**src/rtl/search_sequencer.sv**
```systemverilog
// -----------------------------------------------------------------------------
// search_sequencer
//
// Drives the shared byte-search datapath on behalf of two requesters. Each job
// is arbitrated round-robin, the datapath is cleared and started, and the
// granted requester's bytes are streamed into it over a valid/ready handshake.
// The job ends on dp_found or once the requested length has been streamed and a
// short drain window has passed. It then reports hit, hit_pos and done.
//
// Build option:
//   SEARCH_TIMEOUT_EN  when defined, a FEED-state stall timer aborts a job whose
//                      requester withholds s_valid for TMO_CYC consecutive
//                      cycles (err=1). When undefined, FEED waits indefinitely
//                      and err is tied to 0.
//
// Parameters:
//   LEN_W      width of job length and hit position (max job 2^LEN_W-1 bytes)
//   DRAIN_CYC  cycles dp_found is still watched after the last byte
//   TMO_CYC    stall limit in cycles (SEARCH_TIMEOUT_EN builds only)
//
// Ports:
//   clk        clock, all state on the rising edge
//   reset      asynchronous active-low reset
//   req        per-requester level request, held until done
//   req_len    job lengths, requester 0 in the low LEN_W bits
//   s_data     byte streams, requester 0 in [7:0], requester 1 in [15:8]
//   s_valid    per-requester byte valid
//   s_ready    per-requester byte accept (only the granted bit can be high)
//   gnt        one-hot grant, held for the whole job
//   done       one-cycle completion pulse to the granted requester
//   hit        pattern found (valid from the done cycle)
//   hit_pos    0-based index of the matching byte (valid when hit=1)
//   err        job aborted by stall timeout (valid from the done cycle)
//   busy       high in every state except IDLE
//   dp_reset   active-high datapath reset
//   dp_start   datapath start pulse
//   dp_a       byte presented to the datapath (registered)
//   dp_found   datapath match indication
// -----------------------------------------------------------------------------
module search_sequencer #(
  parameter int LEN_W     = 5,
  parameter int DRAIN_CYC = 2,
  parameter int TMO_CYC   = 15
) (
  input  logic               clk,
  input  logic               reset,
  input  logic [1:0]         req,
  input  logic [2*LEN_W-1:0] req_len,
  input  logic [15:0]        s_data,
  input  logic [1:0]         s_valid,
  output logic [1:0]         s_ready,
  output logic [1:0]         gnt,
  output logic [1:0]         done,
  output logic               hit,
  output logic [LEN_W-1:0]   hit_pos,
  output logic               err,
  output logic               busy,
  output logic               dp_reset,
  output logic               dp_start,
  output logic [7:0]         dp_a,
  input  logic               dp_found
);

  // One timer serves both the drain window (DRAIN) and the stall limit (FEED);
  // the two are never live at the same time, so it is sized for the larger.
  localparam int TMR_MAX = (DRAIN_CYC > TMO_CYC) ? DRAIN_CYC : TMO_CYC;
  localparam int TMR_W   = (TMR_MAX < 2) ? 1 : $clog2(TMR_MAX + 1);

  typedef enum logic [2:0] {
    S_IDLE,
    S_CLR,
    S_ARM,
    S_FEED,
    S_DRAIN,
    S_DONE
  } state_t;

  state_t state, state_nxt;

  logic             g;          // index of the granted requester
  logic             last;       // requester granted most recently
  logic [LEN_W-1:0] len;        // latched job length
  logic [LEN_W-1:0] cnt;        // bytes accepted in this job
  logic [TMR_W-1:0] timer;

  // ---------------------------------------------------------------------------
  // Arbitration and stream selection
  // ---------------------------------------------------------------------------
  logic             any_req;
  logic             winner;
  logic             sel_valid;
  logic [7:0]       sel_data;
  logic             accept;
  logic [LEN_W-1:0] cnt_inc;
  logic             feed_last;
  logic             drain_expire;
  logic             stall_expire;

  assign any_req   = |req;
  // On a tie the requester that was not served last wins.
  assign winner    = (req == 2'b11) ? ~last : req[1];
  assign sel_valid = s_valid[g];
  assign sel_data  = g ? s_data[15:8] : s_data[7:0];

  // s_ready is ~dp_found in FEED, so a byte is never taken in the found cycle.
  assign accept    = (state == S_FEED) && sel_valid && !dp_found;
  assign cnt_inc   = cnt + 1'b1;
  // FEED leaves on the edge that accepts byte number len, so cnt never wraps.
  assign feed_last = accept && (cnt_inc == len);

  assign drain_expire = (timer <= TMR_W'(1));

`ifdef SEARCH_TIMEOUT_EN
  logic err_q;

  // The timer is reloaded with TMO_CYC on every cycle with valid data and
  // counts down on idle cycles; reaching 1 on an idle cycle is the
  // TMO_CYC-th consecutive stall.
  assign stall_expire = (state == S_FEED) && !dp_found && !sel_valid &&
                        (timer == TMR_W'(1));
  assign err          = err_q;
`else
  assign stall_expire = 1'b0;
  assign err          = 1'b0;
`endif

  // ---------------------------------------------------------------------------
  // FSM: state register
  // ---------------------------------------------------------------------------
  always_ff @(posedge clk or negedge reset) begin
    if (!reset) begin
      state <= S_IDLE;
    end else begin
      // NOTE: sequential state uses non-blocking assignments so every register
      // samples pre-edge values regardless of statement order.
      state <= state_nxt;
    end
  end

  // ---------------------------------------------------------------------------
  // FSM: next-state logic
  // ---------------------------------------------------------------------------
  always_comb begin
    // NOTE: default assignment first so no path through the case leaves
    // state_nxt unassigned (which would infer a latch).
    state_nxt = state;
    case (state)
      S_IDLE:  if (any_req) state_nxt = S_CLR;
      S_CLR:   state_nxt = (len == '0) ? S_DONE : S_ARM;
      S_ARM:   state_nxt = S_FEED;
      S_FEED: begin
        if (dp_found || stall_expire) state_nxt = S_DONE;
        else if (feed_last)           state_nxt = S_DRAIN;
      end
      S_DRAIN: if (dp_found || drain_expire) state_nxt = S_DONE;
      S_DONE:  state_nxt = S_IDLE;
      default: state_nxt = S_IDLE;
    endcase
  end

  // ---------------------------------------------------------------------------
  // FSM: outputs decoded from state
  // ---------------------------------------------------------------------------
  always_comb begin
    s_ready  = 2'b00;
    done     = 2'b00;
    dp_start = 1'b0;
    // The datapath is held in reset for as long as this block is.
    dp_reset = ~reset;
    busy     = (state != S_IDLE);
    case (state)
      S_CLR:   dp_reset   = 1'b1;
      S_ARM:   dp_start   = 1'b1;
      S_FEED:  s_ready[g] = ~dp_found;
      S_DONE:  done[g]    = 1'b1;
      default: ;
    endcase
  end

  // ---------------------------------------------------------------------------
  // Job registers: grant, length, byte count, datapath byte, results, timer
  // ---------------------------------------------------------------------------
  always_ff @(posedge clk or negedge reset) begin
    if (!reset) begin
      g       <= 1'b0;
      last    <= 1'b1;          // requester 0 wins the first tie
      gnt     <= 2'b00;
      len     <= '0;
      cnt     <= '0;
      dp_a    <= 8'h00;
      hit     <= 1'b0;
      hit_pos <= '0;
      timer   <= '0;
`ifdef SEARCH_TIMEOUT_EN
      err_q   <= 1'b0;
`endif
    end else begin
      case (state)
        S_IDLE: begin
          if (any_req) begin
            g       <= winner;
            last    <= winner;
            gnt     <= winner ? 2'b10 : 2'b01;
            len     <= winner ? req_len[2*LEN_W-1:LEN_W] : req_len[LEN_W-1:0];
            cnt     <= '0;
            hit     <= 1'b0;
            hit_pos <= '0;
`ifdef SEARCH_TIMEOUT_EN
            err_q   <= 1'b0;
            timer   <= TMR_W'(TMO_CYC);
`endif
          end
        end

        S_FEED: begin
          if (accept) begin
            dp_a <= sel_data;
            cnt  <= cnt_inc;
          end
          if (dp_found) begin
            // dp_found follows the byte it matched, so the match is the
            // previously accepted byte; clamp at 0 if none was accepted.
            hit     <= 1'b1;
            hit_pos <= (cnt == '0) ? '0 : cnt - 1'b1;
          end else if (feed_last) begin
            timer <= TMR_W'(DRAIN_CYC);
          end
`ifdef SEARCH_TIMEOUT_EN
          else if (stall_expire) begin
            err_q <= 1'b1;
            hit   <= 1'b0;
          end else if (sel_valid) begin
            timer <= TMR_W'(TMO_CYC);
          end else begin
            timer <= timer - 1'b1;
          end
`endif
        end

        S_DRAIN: begin
          if (dp_found) begin
            // A late match can only belong to the final byte.
            hit     <= 1'b1;
            hit_pos <= len - 1'b1;
          end else begin
            timer <= timer - 1'b1;
          end
        end

        S_DONE: gnt <= 2'b00;

        default: ;
      endcase
    end
  end

endmodule

```
**config.mk**
```make
export PLATFORM = sky130hd
export DESIGN_NAME = search_sequencer
export DESIGN_NICKNAME = d
export VERILOG_FILES = /design/src/rtl/search_sequencer.sv
export SDC_FILE = /design/constraint.sdc
export NUM_CORES = 1
export LEC_CHECK = 0
export ABC_CLOCK_PERIOD_IN_PS = 4300
export CAP_MARGIN = 20
export CORE_MARGIN = 1
export CORE_UTILIZATION = 30
export CTS_CLUSTER_DIAMETER = 50
export CTS_CLUSTER_SIZE = 12
export DETAILED_ROUTE_END_ITERATION = 12
export PLACE_DENSITY = 0.53
export SYNTH_ARGS = -nofsm -noshare
export SYNTH_HDL_FRONTEND = slang
export SYNTH_SLANG_ARGS = --single-unit
```
**constraint.sdc**
```tcl
create_clock -name clk -period 4.3 [get_ports clk]
set_clock_uncertainty 0.05 [all_clocks]
set_input_delay 0.645 -clock clk [delete_from_list [all_inputs] [get_ports clk]]
set_output_delay 0.645 -clock clk [all_outputs]
set_load 0.02 [all_outputs]
```
; Word-level counts from Yosys, hierarchy flattened
; Cells that the tools add are included.
[op_classes]
mux = 34
n_eq_ne = 17
n_lt_le_gt_ge = 3
n_reduce_logical = 25
n_bitwise = 4
n_addsub = 4
[op_table]
columns = op, count
row1 = 2-to-1 mux 5 bit, 6
row2 = != test 2 bit (second input constant), 8
row3 = 2-to-1 mux 3 bit, 5
row4 = case mux 3 bit (5 select lines), 1
row5 = case mux 5 bit (3 select lines), 1
row6 = 2-to-1 mux 4 bit, 3
row7 = logical NOT 5 bit, 2
row8 = case mux 5 bit (2 select lines), 1
row9 = subtractor 5 x 1 -> 5 bit (second input constant), 2
row10 = AND reduction 3 bit, 3
row11 = 2-to-1 mux 1 bit, 8
row12 = 2-to-1 mux 2 bit, 4
row13 = 2-to-1 mux 8 bit, 1
row14 = case mux 4 bit (2 select lines), 1
row15 = AND reduction 4 bit, 2
row16 = nonzero test 2 bit, 4
row17 = equality test 3 x 2 -> 1 bit (second input constant), 2
row18 = equality test 3 bit (second input constant), 2
row19 = AND reduction 2 bit, 3
row20 = nonzero test 3 bit, 2
row21 = adder 5 x 1 -> 5 bit (second input constant), 1
row22 = equality test 5 bit, 1
row23 = <= comparator 4 x 1 -> 1 bit (second input constant), 1
row24 = logical AND 1 bit, 4
row25 = 16 further kinds, 19
[totals]
out_inout_bits = 24
elab_cells = 97
ff_bits = 35

; Logic depth before layout (Yosys ltp)
; Gate-level depths: netlist of the first run.
[depth]
word_depth = 8
depth_mapped = 7
depth_no_buf = 7

; Worst setup path after synthesis of the first run
; No wires, ideal clock.
[synth_path]
path_kind = flip-flop to output port
start = reg state[1]
end = out done[0]
n_path_buf = 1
t_required_ns = 3.605
slack_ns = 2.280
arrival_ns = 1.325
path_stages_with_launch = 4
cell_sequence = dfrtp_1 -> buf_2 -> nand2b_1 -> nor3b_1
[synth_between]
elab_chain_len = 2
[synth_lines]
columns = element, line
row1 = "start, declared", 78  ; state_t state, state_nxt;
row2 = "start signal, assigned", 136  ; state <= state_nxt;
row3 = equality test 3 bit, 171  ; case (state)
row4 = 2-to-1 mux 2 bit, 171
row5 = "end, declared", 53  ; output logic [1:0] done,
; Every way passes these cells.

; Worst setup path in the final report of the first run
[layout_path]
start = in dp_found
end = out s_ready[1]
[layout_between]
elab_chain_len = 3
[layout_lines]
columns = element, line
row1 = "start, declared", 61  ; input logic dp_found
row2 = NOT 1 bit, 174  ; S_FEED: s_ready[g] = ~dp_found;
row3 = AND 2 bit (no line), -
row4 = 2-to-1 mux 2 bit, 171
row5 = "end, declared", 51  ; output logic [1:0] s_ready,
; Every way passes these cells.

==> results of run 1 <==
power by group:
group | leakage (nW) | total [mW] | switching (mW) | internal (mW)
Clock | 0.0612 | 0.307 | 0.120 | 0.188
Combinational | 0.710 | 1.01 | 0.511 | 0.497
Sequential | 0.414 | 0.664 | 0.179 | 0.485
Total | 1.18 | 1.98 | 0.810 | 1.17
worst max-delay path, cell delays in order:
cell	delay, ps
clkdlybuf4s50_1	540
nor3_1	290
and2_1	160
clkdlybuf4s50_1	590
through the flow:
| step | area (um2) | cells |
|---|---|---|
| floorplan | 2160 | 232 |
| global placement | 2740 | 369 |
| detailed placement | 2740 | 369 |
| CTS | 2860 | 377 |
| global route | 2860 | 377 |
| finish | 2860 | 377 |
synth_stat cells (2+ instances only):
cell / count
o21ai_0: 9
buf_2: 6
nand3_1: 2
a22o_1: 2
a21oi_1: 13
mux2i_1: 11
nor2_1: 28
a31oi_1: 7
o21a_1: 6
nand2_1: 24
nor2_4: 2
o22ai_1: 2
o221ai_1: 5
ha_1: 7
xor2_1: 6
and2_1: 2
o211ai_1: 2
inv_1: 11
xnor2_1: 8
nor3_1: 7
dfrtp_1: 34
clkbuf_1: 4
nand2b_1: 2
buf_6: 4
path summary, 6_finish.rpt:
path,start,to,slack (ps),cells past startpoint
worst max-delay path,dp_found,s_ready[1],1370,4
worst min-delay path,reset,timer[1],390,2
worst max register to register,state[2],state[2],2100,5
worst min register to register,hit_pos[1],hit_pos[1],440,1
max in group asynchronous,reset,last,3470,2
min in group clk,hit_pos[1],hit_pos[1],440,1
logic make-up (layout without fill, tap and decap cells):
family / count (synthesis) / count (layout)
buffers and inverters: 28 / 77
other: 1 / 1
DFF: 35 / 35
xor gates and xnor gates: 14 / 14
muxes: 12 / 12
AOI/OAI and AO/OA: 56 / 56
and+or+nand+nor: 79 / 79
adders and majority gates: 7 / 7
final cells by class:
type                       count  area share (%)
multi-input combinational    169            39.8
inverter                      12            1.58
clock inverter                 2            1.23
tap                           96            4.20
clock buffer                   6            2.89
sequential                    35            30.7
timing repair buffer          57            19.6
layer usage:
metal | GRT usage (%) | vias to the layer above | share of wire, %
li1 | - | 896 | -
met1 | 19.9 | 786 | 52
met2 | 18.5 | 47 | 40
met3 | 3.98 | 10 | 5.4
met4 | 5.76 | 0 | 2.5
met5 | 0 | - | 0
sequential cells by signal (all words and copies together) (netlist names):
name,cells
gnt,2
hit,1
hit_pos,5
cnt,5
last,1
len,5
g,1
timer,4
state,3
dp_a,8
==> key figures, run 1 <==
Status
  • Status: complete, no violations

Yosys
  • Post-synth EDFFs: 0
  • Largest cells by area after synthesis: dfrtp_1 39%, mux2i_1 5.1%, nor2_1 4.9%, nand2_1 4.2%, ha_1 4.1%
  • Seq/Total Area, Yosys: 40.6%
  • Synth Instances: 232
  • Simple-Gate Fraction of Synth Area: 19.2%
  • Fraction of registers with async set/reset: 100%
  • Synth Area in XOR/XNOR: 5.67%
  • Adder-Cell Fraction of Synth Area: 4.05%
  • Main flop type after synthesis: dfrtp_1
  • Mux share of post-synthesis cell area: under 10%
  • Mapped Area: 0.00216 mm2
  • Yosys cell types: 52
  • Largest family of logic cells by synthesized area: simple AND/OR/NAND/NOR gates
  • Yosys top cell area share: 39.4%
  • Compound-Gate Fraction of Synth Area: ~18%
  • Mean area per synthesized cell: around 9.3 um2
  • FF+latch count, synth: 35
  • Post-Syn Nets: approximately 270
  • Leading area contributor after synthesis: dfrtp_1
  • Syn. warnings: 0

Power and ir drop
  • PnR Total Power: 1.98 mW
  • Power density over the cells: 693 mW/mm2
  • Leak: 1.18 nW
  • Worst vdd ir: 0.346 mV

Die
  • Placement row count: 30
  • Starting density of the core: about a third
  • Core footprint: 0.00687 mm2
  • DIE HEIGHT: 86.9 um
  • Die area: 0.00755 mm2
  • Io pins: 57
  • Die width: ~87 um

Clocking
  • H-tree Lvls: 2
  • Clock sinks: 35
  • Clock slew at reported path FFs: approximately 70 ps
  • Cts hold-fix bufs: 0
  • Worst skew pair latency: 280 ps
  • Longest Clk Path Bufs: 2
  • Root buffer cell: clkbuf_8
  • CTS resizes: 0
  • CTS tree: built
  • CTS buffer count: 5
  • Post-CTS Repair Setup Buffers: 0

Setup path
  • Crit path DAT: between 2000 and 2500 ps
  • CP max FO: 8
  • Crit Path Class: primary input to output port
  • CP Capture Type: output port
  • Critical Path RT: 3610 ps
  • Worst setup SP type: primary input

STA
  • Final WS setup: 1370 ps
  • Slew Viols, Final: 0
  • Tmin final: 2930 ps
  • Fmax: 341 MHz
  • # setup viols final: 0
  • Slew headroom: 61.5%
  • Unrepaired setup endpoints after global routing: false
  • Tcrit/Tclk final: 68.1%
  • TNS Setup: 0 ps
  • Fin Hold WS: around 390 ps
  • Least-Margin Pin Slew: 571 ps
  • Final hold violations: 0

Routing
  • 1st-iter DRT viols: 80
  • Drt first pass iters: 4
  • Number of routed nets with antenna violations: 0
  • DR DRC count: 0
  • Via density: 4.61
  • Vias: 1739
  • Routed wire length: 4.69 mm
  • Routed wire per std cell: 12.4 um

Finish
  • Nets@finish: 320
  • Fillers: 701
  • Most common cell after layout, fill and taps aside: clkdlybuf4s50_1
  • Final core occ: 41.6%
  • Multi-input combinational cell area: between 0.001 and 0.0015 mm2
  • Sequential Area: 877 um2
  • Most frequent cells in the layout: 54 x clkdlybuf4s50_1, 34 x dfrtp_1, 28 x nor2_1
  • Share of cells above drive strength 1: 8.54%
  • N_diodes: 0
  • P&R area growth vs syn: 32.3%

Global route
  • Largest net degree at the start of global routing: 36
  • Overall Global Routing Usage: 13.6%
  • Number of global-route vias before repair: 1610
  • Global-route wire length before repair: 7.86 mm
  • Antenna violations before repair: 0
  • Total grt overflow: 0

Placement
  • Pre-CTS worst setup slack: ~1400 ps
  • Port bufs: 55
  • Routability Congestion: 0.840
  • HPWL Detailed: 3.54 mm

Min path
  • Hold Crit Class: primary input to asynchronous set/reset pin

Run
  • Max-cap violations: 0
Power figures use the tool's default switching activity.
==> run 2: changes to the inputs <==
ABC_CLOCK_PERIOD_IN_PS = 2700   (was 4300)
clock period = 2.7 ns   (was 4.3 ns; I/O delays follow)
==> run 2 against run 1 <==
Net effect:
- die area stayed put
- via count is 1.5% higher
- sequential cell count stayed put
- sequential power is 58% higher
- global-route usage is 0.35 points higher
- final cell count is 1.1% higher
- critical path depth stayed put
- design area is 0.22% lower
- combinational power is 63% higher
- setup slack worse by 1200 ps
- utilization is 0.091 points lower
- highest routed layer unchanged
==> key figures, run 2 (same netlist as run 1, synthesis figures left out) <==
Routing
  • 1st-iter DRT viols: between 100 and 150
  • DR DRC count: 0
  • Number of routed nets with antenna violations: 0
  • Via density: 4.63
  • Vias: 1765
  • Drt first pass iters: 4
  • Routed wire per std cell: 12.6 um
  • Routed wire length: around 4.8 mm

STA
  • Slew headroom: 60.0%
  • Tmin final: 2490 ps
  • Unrepaired setup endpoints after global routing: false
  • Fmax: 401 MHz
  • TNS Setup: 0 ps
  • # setup viols final: 0
  • Least-Margin Pin Slew: 592 ps
  • Final WS setup: 205 ps
  • Tcrit/Tclk final: 92.4%
  • Final hold violations: 0
  • Slew Viols, Final: 0

Status
  • Status: complete, no violations

Placement
  • Routability Congestion: 0.814
  • Cell Area, Placed: 0.00277 mm2
  • Port bufs: 55
  • Pre-CTS worst setup slack: roughly 400 ps
  • HPWL Detailed: between 3 and 4 mm

Finish
  • Max reg flops: 8
  • Top reg by flops: dp_a
  • Most frequent cells in the layout: 54 x clkdlybuf4s50_1, 34 x dfrtp_1, 28 x nor2_1
  • Most common cell after layout, fill and taps aside: clkdlybuf4s50_1
  • N_diodes: 0
  • Share of cells above drive strength 1: 9.12%
  • Design area: 0.00285 mm2
  • P&R area growth vs syn: 32.0%
  • Nets@finish: approximately 320

Clocking
  • CTS tree: built
  • Longest Clk Path Bufs: 2
  • Clock slew at reported path FFs: 70 ps
  • Root buffer cell: clkbuf_8
  • Clock sinks: 35
  • Cts hold-fix bufs: 0
  • H-tree Lvls: 2
  • Post-CTS Repair Setup Buffers: 0
  • CTS resizes: 0
  • Worst skew pair latency: 280 ps
  • CTS buffer count: 5

Min path
  • Hold Crit Class: primary input to asynchronous set/reset pin

Power and ir drop
  • Power density over the cells: 1070 mW/mm2
  • PnR Total Power: about 3 mW
  • Worst vdd ir: around 0.47 mV
  • Leak: 1.19 nW

Setup path
  • Crit path launch: state[0]
  • CP max FO: 13
  • Crit path to: s_ready[1]
  • Cells on worst reg2reg path: 5
  • Worst setup SP type: register
  • R2r setup slk: 690 ps
  • R2R Path Start: state[2]
  • Crit Path Class: register to output port
  • Critical Path RT: ~2300 ps
  • R2R Path End: state[0]
  • Crit path DAT: 2040 ps
  • CP Capture Type: output port

Die
  • DIE HEIGHT: 86.9 um
  • Io pins: 57
  • Core footprint: 0.00687 mm2
  • Starting density of the core: between 30% and 40%
  • Die area: about 0.0075 mm2
  • Placement row count: 30
  • Die width: 86.9 um

Global route
  • Overall Global Routing Usage: 14.0%
  • Antenna violations before repair: 0
  • Number of global-route vias before repair: 1693
  • Global-route wire length before repair: 8.13 mm
  • Total grt overflow: 0
  • Largest net degree at the start of global routing: 36

Run
  • Max-cap violations: 0
## run 2: cell types whose count changed in the layout (fill, tap and decap cells not counted), sizes merged
cell / previous run / this run
buf: 3 / 7
bufinv: 1 / 0
clkbuf: 6 / 7
## run 2: area by class of cell
cell class                 instances  area [um2]
timing repair buffer              61         591
fill                             688        4020
clock buffer                       7        76.3
inverter                          12        45.0
tap                               96         120
multi-input combinational        169        1140
clock inverter                     1        5.00
sequential                        35         877
## run 2: per-stage QoR
stage / hold WS [ps] / util [%] / instances
6_report: 164 / 41.5 / 381
5_1_grt: 198 / 41.5 / 381
4_1_cts: 174 / 41.5 / 381
3_5_place_dp: 429 / 40.3 / 373
3_3_place_gp: 423 / 40.3 / 373
2_1_floorplan: 59.4 / - / 232
## run 2: worst min path at each step
stage          startpoint    endpoint  depth (start not counted)
6_report            reset    timer[2]                          2
4_1_cts             reset      len[4]                          2
2_1_floorplan       reset      cnt[0]                          0
5_1_grt             reset     dp_a[1]                          2
3_3_place_gp   hit_pos[0]  hit_pos[0]                          1
3_5_place_dp   hit_pos[2]  hit_pos[2]                          1
## run 2: metal layers
| layer | vias up | wire length, um | share of wire [%] | GRT usage (%) |
|---|---|---|---|---|
| li1 | 910 | - | - | - |
| met1 | 804 | 2480 | 51 | 20.5 |
| met3 | 2 | 296 | 6.1 | 3.60 |
| met2 | 49 | 2020 | 42 | 20.2 |
| met5 | - | 0 | 0 | 0 |
| met4 | 0 | 19 | 0.39 | 3.64 |
## run 2: critical path: stages, from the launching register on
cell	delay, ps
dfrtp_1	640
nand2_1	160
nor3_1	210
and2_1	160
clkdlybuf4s50_1	600
## run 2: where the power goes
part	leakage, nW	internal [mW]	total [mW]	switching (mW)
registers	0.414	0.774	1.05	0.274
clock network	0.0422	0.181	0.365	0.184
logic	0.730	0.814	1.65	0.832
total	1.19	1.77	3.06	1.29
==> run 3: changes to the inputs <==
SKIP_CTS_REPAIR_TIMING = 1   (was not set)
==> results of run 3 <==
Same layout as run 2: the final DEF is identical, and so are final timing and power.
